File: src/rtl/mem_access_stage_if.sv
// EX/MEM-to-MEM/WB bus of the data-memory access stage.
// stall_out high: upstream must hold its instruction; it is released to MEM/WB in the first cycle stall_out is low.
interface mem_access_stage_if #(
  parameter int DSIZE = 16,
  parameter int ASIZE = 5
);
  logic [DSIZE-1:0] alu_result_in;
  logic [DSIZE-1:0] wdata_in;
  logic             memRead_in;
  logic             memWrite_in;
  logic             memToReg_in;
  logic             WriteEn_in;
  logic [ASIZE-1:0] waddr_in;

  logic [DSIZE-1:0] alu_result_out;
  logic [DSIZE-1:0] rdata_DM_out;
  logic             memToReg_out;
  logic [ASIZE-1:0] waddr_out;
  logic             WriteEn_out;
  logic             stall_out;
  logic             err_out;

  modport master (
    output alu_result_in, wdata_in, memRead_in, memWrite_in, memToReg_in, WriteEn_in, waddr_in,
    input  alu_result_out, rdata_DM_out, memToReg_out, waddr_out, WriteEn_out, stall_out, err_out
  );

  modport slave (
    input  alu_result_in, wdata_in, memRead_in, memWrite_in, memToReg_in, WriteEn_in, waddr_in,
    output alu_result_out, rdata_DM_out, memToReg_out, waddr_out, WriteEn_out, stall_out, err_out
  );
endinterface

File: src/rtl/mem_access_stage.sv
// Data-memory access stage: fixed-latency memory FSM that stalls upstream during loads/stores.
// Optional out-of-range address trapping is enabled by defining DM_RANGE_CHECK_EN.
module mem_access_stage #(
  parameter int DSIZE       = 16,
  parameter int ASIZE       = 5,
  parameter int MEM_AW      = 8,
  parameter int WAIT_CYCLES = 2
) (
  input  logic              clk,
  input  logic              rst,
  mem_access_stage_if.slave bus,
  output logic [1:0]        state_dbg
);

  typedef enum logic [1:0] {
    IDLE = 2'd0,
    BUSY = 2'd1,
    DONE = 2'd2
  } state_t;

  state_t            state;
  state_t            state_next;
  logic [3:0]        cnt;
  logic [3:0]        cnt_next;
  logic              req;
  logic              latch;
  logic              do_access;
  logic              stall;
  logic              access_en;
  logic [MEM_AW-1:0] addr_q;
  logic [DSIZE-1:0]  wdata_q;
  logic              rd_q;
  logic              wr_q;
  logic [DSIZE-1:0]  rdata_q;
  logic [DSIZE-1:0]  mem [0:(1<<MEM_AW)-1];

  assign req = bus.memRead_in | bus.memWrite_in;

  always_ff @(posedge clk or negedge rst) begin
    if (!rst) begin
      state <= IDLE;
      cnt   <= 4'd0;
    end else begin
      state <= state_next;
      cnt   <= cnt_next;
    end
  end

  // DONE never looks at req: the same instruction is still on the inputs then.
  always_comb begin
    state_next = state;
    cnt_next   = cnt;
    latch      = 1'b0;
    do_access  = 1'b0;
    stall      = 1'b0;
    case (state)
      IDLE: begin
        if (req) begin
          stall      = 1'b1;
          latch      = 1'b1;
          cnt_next   = 4'(WAIT_CYCLES - 1);
          state_next = BUSY;
        end
      end
      BUSY: begin
        stall = 1'b1;
        if (cnt == 4'd0) begin
          do_access  = 1'b1;
          state_next = DONE;
        end else begin
          cnt_next = cnt - 4'd1;
        end
      end
      DONE:    state_next = IDLE;
      default: state_next = IDLE;
    endcase
  end

  always_ff @(posedge clk or negedge rst) begin
    if (!rst) begin
      addr_q  <= '0;
      wdata_q <= '0;
      rd_q    <= 1'b0;
      wr_q    <= 1'b0;
    end else if (latch) begin
      addr_q  <= bus.alu_result_in[MEM_AW-1:0];
      wdata_q <= bus.wdata_in;
      rd_q    <= bus.memRead_in;
      wr_q    <= bus.memWrite_in;
    end
  end

`ifdef DM_RANGE_CHECK_EN
  logic oob_q;
  logic err_q;

  always_ff @(posedge clk or negedge rst) begin
    if (!rst) begin
      oob_q <= 1'b0;
      err_q <= 1'b0;
    end else if (latch) begin
      oob_q <= |bus.alu_result_in[DSIZE-1:MEM_AW];
      err_q <= err_q | (|bus.alu_result_in[DSIZE-1:MEM_AW]);
    end
  end

  assign access_en   = ~oob_q;
  assign bus.err_out = err_q;
`else
  assign access_en   = 1'b1;
  assign bus.err_out = 1'b0;
`endif

  // Array is deliberately not reset.
  always_ff @(posedge clk) begin
    if (do_access && wr_q && access_en) begin
      mem[addr_q] <= wdata_q;
    end
  end

  // Same-edge read with the write above gives read-before-write on a combined op.
  always_ff @(posedge clk or negedge rst) begin
    if (!rst) begin
      rdata_q <= '0;
    end else if (do_access && rd_q) begin
      rdata_q <= access_en ? mem[addr_q] : '0;
    end
  end

  assign bus.alu_result_out = bus.alu_result_in;
  assign bus.memToReg_out   = bus.memToReg_in;
  assign bus.waddr_out      = bus.waddr_in;
  assign bus.rdata_DM_out   = rdata_q;
  assign bus.stall_out      = stall & rst;
  assign bus.WriteEn_out    = bus.WriteEn_in & ~bus.stall_out;
  assign state_dbg          = state;

endmodule

File: src/flat_wrapper.sv
// flat-port wrapper written by rule: the top's interface ports become plain ports
module mem_access_stage_flat 
#(
  parameter int DSIZE       = 16,
  parameter int ASIZE       = 5,
  parameter int MEM_AW      = 8,
  parameter int WAIT_CYCLES = 2
)
  (clk, rst, state_dbg, bus_alu_result_in, bus_wdata_in, bus_memRead_in, bus_memWrite_in, bus_memToReg_in, bus_WriteEn_in, bus_waddr_in, bus_alu_result_out, bus_rdata_DM_out, bus_memToReg_out, bus_waddr_out, bus_WriteEn_out, bus_stall_out, bus_err_out);
  mem_access_stage_if #(.DSIZE(DSIZE), .ASIZE(ASIZE)) bus_i ();
  input  logic clk;
  input  logic rst;
  output logic [1:0] state_dbg;
  input wire logic [$bits(bus_i.alu_result_in)-1:0] bus_alu_result_in;
  input wire logic [$bits(bus_i.wdata_in)-1:0] bus_wdata_in;
  input wire logic [$bits(bus_i.memRead_in)-1:0] bus_memRead_in;
  input wire logic [$bits(bus_i.memWrite_in)-1:0] bus_memWrite_in;
  input wire logic [$bits(bus_i.memToReg_in)-1:0] bus_memToReg_in;
  input wire logic [$bits(bus_i.WriteEn_in)-1:0] bus_WriteEn_in;
  input wire logic [$bits(bus_i.waddr_in)-1:0] bus_waddr_in;
  output wire logic [$bits(bus_i.alu_result_out)-1:0] bus_alu_result_out;
  output wire logic [$bits(bus_i.rdata_DM_out)-1:0] bus_rdata_DM_out;
  output wire logic [$bits(bus_i.memToReg_out)-1:0] bus_memToReg_out;
  output wire logic [$bits(bus_i.waddr_out)-1:0] bus_waddr_out;
  output wire logic [$bits(bus_i.WriteEn_out)-1:0] bus_WriteEn_out;
  output wire logic [$bits(bus_i.stall_out)-1:0] bus_stall_out;
  output wire logic [$bits(bus_i.err_out)-1:0] bus_err_out;
  assign bus_i.alu_result_in = bus_alu_result_in;
  assign bus_i.wdata_in = bus_wdata_in;
  assign bus_i.memRead_in = bus_memRead_in;
  assign bus_i.memWrite_in = bus_memWrite_in;
  assign bus_i.memToReg_in = bus_memToReg_in;
  assign bus_i.WriteEn_in = bus_WriteEn_in;
  assign bus_i.waddr_in = bus_waddr_in;
  assign bus_alu_result_out = bus_i.alu_result_out;
  assign bus_rdata_DM_out = bus_i.rdata_DM_out;
  assign bus_memToReg_out = bus_i.memToReg_out;
  assign bus_waddr_out = bus_i.waddr_out;
  assign bus_WriteEn_out = bus_i.WriteEn_out;
  assign bus_stall_out = bus_i.stall_out;
  assign bus_err_out = bus_i.err_out;
  mem_access_stage #(.DSIZE(DSIZE), .ASIZE(ASIZE), .MEM_AW(MEM_AW), .WAIT_CYCLES(WAIT_CYCLES)) u_core (.clk(clk), .rst(rst), .bus(bus_i), .state_dbg(state_dbg));
endmodule
File: config.mk
export PLATFORM = sky130hd
export DESIGN_NAME = mem_access_stage_flat
export DESIGN_NICKNAME = d
export VERILOG_FILES = /design/src/rtl/mem_access_stage_if.sv /design/src/rtl/mem_access_stage.sv /design/src/flat_wrapper.sv
export SDC_FILE = /design/constraint.sdc
export NUM_CORES = 2
export LEC_CHECK = 0
export CAP_MARGIN = 0
export CORE_MARGIN = 2
export CORE_UTILIZATION = 56
export DETAILED_ROUTE_END_ITERATION = 8
export PLACE_DENSITY = 0.78
export SLEW_MARGIN = 0
export SYNTH_ARGS = -nofsm -noshare
export SYNTH_HDL_FRONTEND = slang
export SYNTH_SLANG_ARGS = --single-unit
File: constraint.sdc
create_clock -name clk -period 8.1 [get_ports clk]
set_input_delay 0.81 -clock clk [delete_from_list [all_inputs] [get_ports clk]]
set_output_delay 0.81 -clock clk [all_outputs]
set_load 0.01 [all_outputs]
==> results by group <==
Outcome
  • Run status: completed

Worst setup path
  • End of the worst register-to-register path: u_core.bus.rdata_DM_out[11]$_DFFE_PN0P_
  • Critical path required time: 8.92 ns
  • Worst r2r src: u_core.addr_q[1]$_DFFE_PN0P_
  • Critical path, cell by cell: buf_12 -> buf_4 -> mux4_2 -> a22o_1 -> a221oi_1 -> o22ai_1 -> a211oi_1 -> o22ai_1 -> o22a_1
  • Crit Path Class: reg -> reg
  • Worst-path fanout max: 104
  • CP Capture Type: flop
  • Most frequent CP cell: o22ai_1
  • CP max stage delay: 1.02 ns
  • WP data arrival: 5.99 ns
  • R2R Setup Slk: 2.93 ns
  • CP startpoint kind: flop
  • CP max stage cell: dfrtp_4
  • FF-to-FF path depth: 9

Power and ir drop
  • Cell area power density: 372 nW/µm²
  • Switching pwr: 22.1 mW
  • Leak Pwr: 56.4 nW
  • VDD IR-drop max: 0.438 mV
  • Internal power: 44.5 mW
  • Clock power share: 0.282
  • Power share of the sequential group: 0.423
  • Switching part of the total power: 0.331
  • Logic pwr share: 0.294

Synthesis
  • Ys flop type: edfxtp_1
  • Number of flops mapped to enable cells by yosys: 4096
  • Avg Cell Area, Syn: 22.2 µm²
  • Top cells by area, synth: edfxtp_1 (77%), mux4_2 (14%), mux2i_1 (2.2%)
  • Yosys top cell area share: 0.771
  • Netlist cell types: 65
  • Mapped Nets: 7242
  • Yosys reg bits: 4144
  • Asr flop ratio synth: 0.0116
  • Yosys warnings: 0
  • Register area share after synthesis: 0.778
  • Mapped Area: 160000 µm²
  • Largest area contributor in the netlist: edfxtp_1
  • Synth Instances: 7197

STA
  • RSZ-0062 raised after global routing: no
  • Post-layout min period: 5.17 ns
  • Fin. Hold Viols: 0
  • Final Skew: 0.0744 ns
  • Final Max Slew Viols: 0
  • Worst-Margin Slew: 1.40 ns
  • Final period util: 0.638
  • Slew HR: 0.0534
  • Final setup margin: 2.93 ns
  • Setup TNS: 0 ns
  • Count of final setup violators: 0
  • Fmax achieved: 194 MHz

Drt
  • Iter 0 DRT Violations: 15100
  • Via count: 82100
  • Post-route DRC: 0
  • TritonRoute pass-1 iters: 6
  • Avg Vias per Cell: 7.03
  • Routed len/inst: 37.2 µm
  • Detailed Route WL: 434000 µm
  • Final ANT Viol Nets: 0

CTS
  • CTS tree: yes
  • CTS sink count: 4144
  • Post-CTS sizing: 0
  • Latest clock arrival within the worst-skew pair: 0.95 ns
  • Worst-path clk slew: 0.06 ns
  • Root buffer cell: clkbuf_16
  • Post-CTS setup buffers: 0
  • Total CTS buffers: 402
  • H-tree level count: 5
  • Maximum clock insertion buffer count: 4

Hold path
  • HP Class: in -> async

Place
  • DP Wirelength: 236000 µm
  • Placement Setup Slack: 3.25 ns
  • Port buffer count: 56
  • Placer Congestion: 0.896

Global routing
  • Aggregate global routing overflow: 0
  • Initial antenna violation count: 24
  • First-pass GRT wire length: 612000 µm
  • Vias in the first global route: 81800
  • GRT Util Overall: 0.300
  • Largest net degree at the start of global routing: 233

Floorplanning
  • Die Area: 289000 µm²
  • Top Ports: 86
  • Die width: 538 µm
  • Chip Height: 538 µm
  • Core box area: 283000 µm²
  • Initial core utilization: 0.564
  • Num rows: 195

Final layout
  • Leading cell type in the layout, fill and taps excluded: edfxtp_1
  • Area added between synthesis and finish: 12.2%
  • Highest-count cells in the layout ignoring fill and taps: edfxtp_1 (4096), mux4_2 (991), clkbuf_16 (409)
  • Nets: 7636
  • Layout cells sized above 1: 0.263

Job
  • Max-capacitance violation count: 0
[through the flow]
step	power (mW)	utilization	hold slack (ns)	area (µm²)	std cells
final	66.6	0.633	0.488	179000	11700
after global routing	67.9	0.633	0.487	179000	11700
after CTS	66.1	0.633	0.463	179000	11700
after detailed placement	47.4	0.587	0.546	166000	10900
after global placement	46.9	0.587	0.537	166000	10900
after floorplan	40.6	-	0.479	160000	7197
[synth_stat cells, types with 6 or more instances]
cell type / instances
edfxtp_1: 4096
mux4_2: 991
mux2i_1: 351
nor2_1: 299
nand2_1: 231
buf_2: 158
clkbuf_1: 153
a22oi_1: 105
a21oi_1: 94
buf_4: 89
o21ai_0: 77
mux2_2: 72
a32oi_1: 65
dfrtp_1: 48
nand3_1: 46
a31oi_1: 37
o22ai_1: 34
buf_1: 24
o22a_1: 24
nor3_1: 21
nor4_1: 18
nor2b_1: 17
a211oi_1: 16
buf_6: 12
nand4_1: 11
a211o_1: 9
nand2b_1: 9
a221oi_1: 8
and3_1: 8
a22o_1: 7
inv_1: 6
[power by group through the flow]
stage | clock network, mW | logic [mW] | registers, mW
global route | 19.6 | 20.2 | 28.2
finish | 18.8 | 19.6 | 28.2
CTS | 18.9 | 19.2 | 28.1
detailed placement | 0 | 18.9 | 28.6
floorplan | 0 | 10.8 | 29.7
global placement | 0 | 18.4 | 28.5
[state kept, by name (all words and copies together) (netlist names)]
name / cells
u_core.addr_q: 8
u_core.bus.rdata_DM_out: 16
u_core.cnt: 4
u_core.mem: 4096
u_core.rd_q: 1
u_core.state_dbg: 2
u_core.wdata_q: 16
u_core.wr_q: 1
[worst max-delay path: cells and delay by family (launching register included)]
family	cells	cell delay, ns
multiplexers	1	0.38
buffers and inverters	2	1.00
flip-flops	1	1.02
AO/OA/AOI/OAI	6	2.32
[how the worst max path moves through the flow]
stage	start	cells past startpoint	to	slack [ns]
4_1_cts	u_core.addr_q[1]$_DFFE_PN0P_	9	u_core.bus.rdata_DM_out[11]$_DFFE_PN0P_	3.20
3_3_place_gp	u_core.addr_q[1]$_DFFE_PN0P_	9	u_core.bus.rdata_DM_out[9]$_DFFE_PN0P_	3.24
5_1_grt	u_core.addr_q[1]$_DFFE_PN0P_	9	u_core.bus.rdata_DM_out[9]$_DFFE_PN0P_	2.97
6_report	u_core.addr_q[1]$_DFFE_PN0P_	9	u_core.bus.rdata_DM_out[11]$_DFFE_PN0P_	2.93
2_1_floorplan	u_core.wdata_q[0]$_DFFE_PN0P_	0	u_core.mem[0][0]$_DFFE_PP_	4.12
3_5_place_dp	u_core.addr_q[1]$_DFFE_PN0P_	9	u_core.bus.rdata_DM_out[11]$_DFFE_PN0P_	3.25
[layout make-up]
cell class	count	area (µm²)
Tap cell	3743	4680
Clock buffer	503	10700
Fill cell	17400	104000
Clock inverter	236	2470
Inverter	8	50.0
Sequential cell	4144	124000
Multi-Input combinational cell	2609	33200
Timing Repair Buffer	426	3640
Antenna cell	7	17.5
[cell families (layout without fill, tap and decap cells)]
family | after synthesis | after routing | synth area share
simple gates | 684 | 684 | 0.0182
compound gates | 506 | 506 | 0.0217
fa+ha+maj | 2 | 2 | 0.000157
other cells | 1 | 8 | 0.0000235
flops | 4144 | 4144 | 0.778
xor+xnor | 2 | 2 | 0.000110
mux | 1414 | 1414 | 0.167
buf+inv | 444 | 1173 | 0.0144
[per-layer routing]
| metal | vias to the layer above | part of all wire | wire length [µm] | track usage |
|---|---|---|---|---|
| met5 | - | 0.00045 | 195 | 0 |
| met4 | 30 | 0.061 | 26400 | 0.153 |
| met1 | 42600 | 0.33 | 145000 | 0.393 |
| met2 | 7118 | 0.47 | 205000 | 0.468 |
| met3 | 1247 | 0.13 | 57500 | 0.0808 |
| li1 | 31100 | - | - | - |
[repair_timing]
action,CTS,global route
hold buffers,1,0
endpoints found under the hold margin,20,0
setup endpoints to repair,0,0
(Power assumes the default switching activity.)
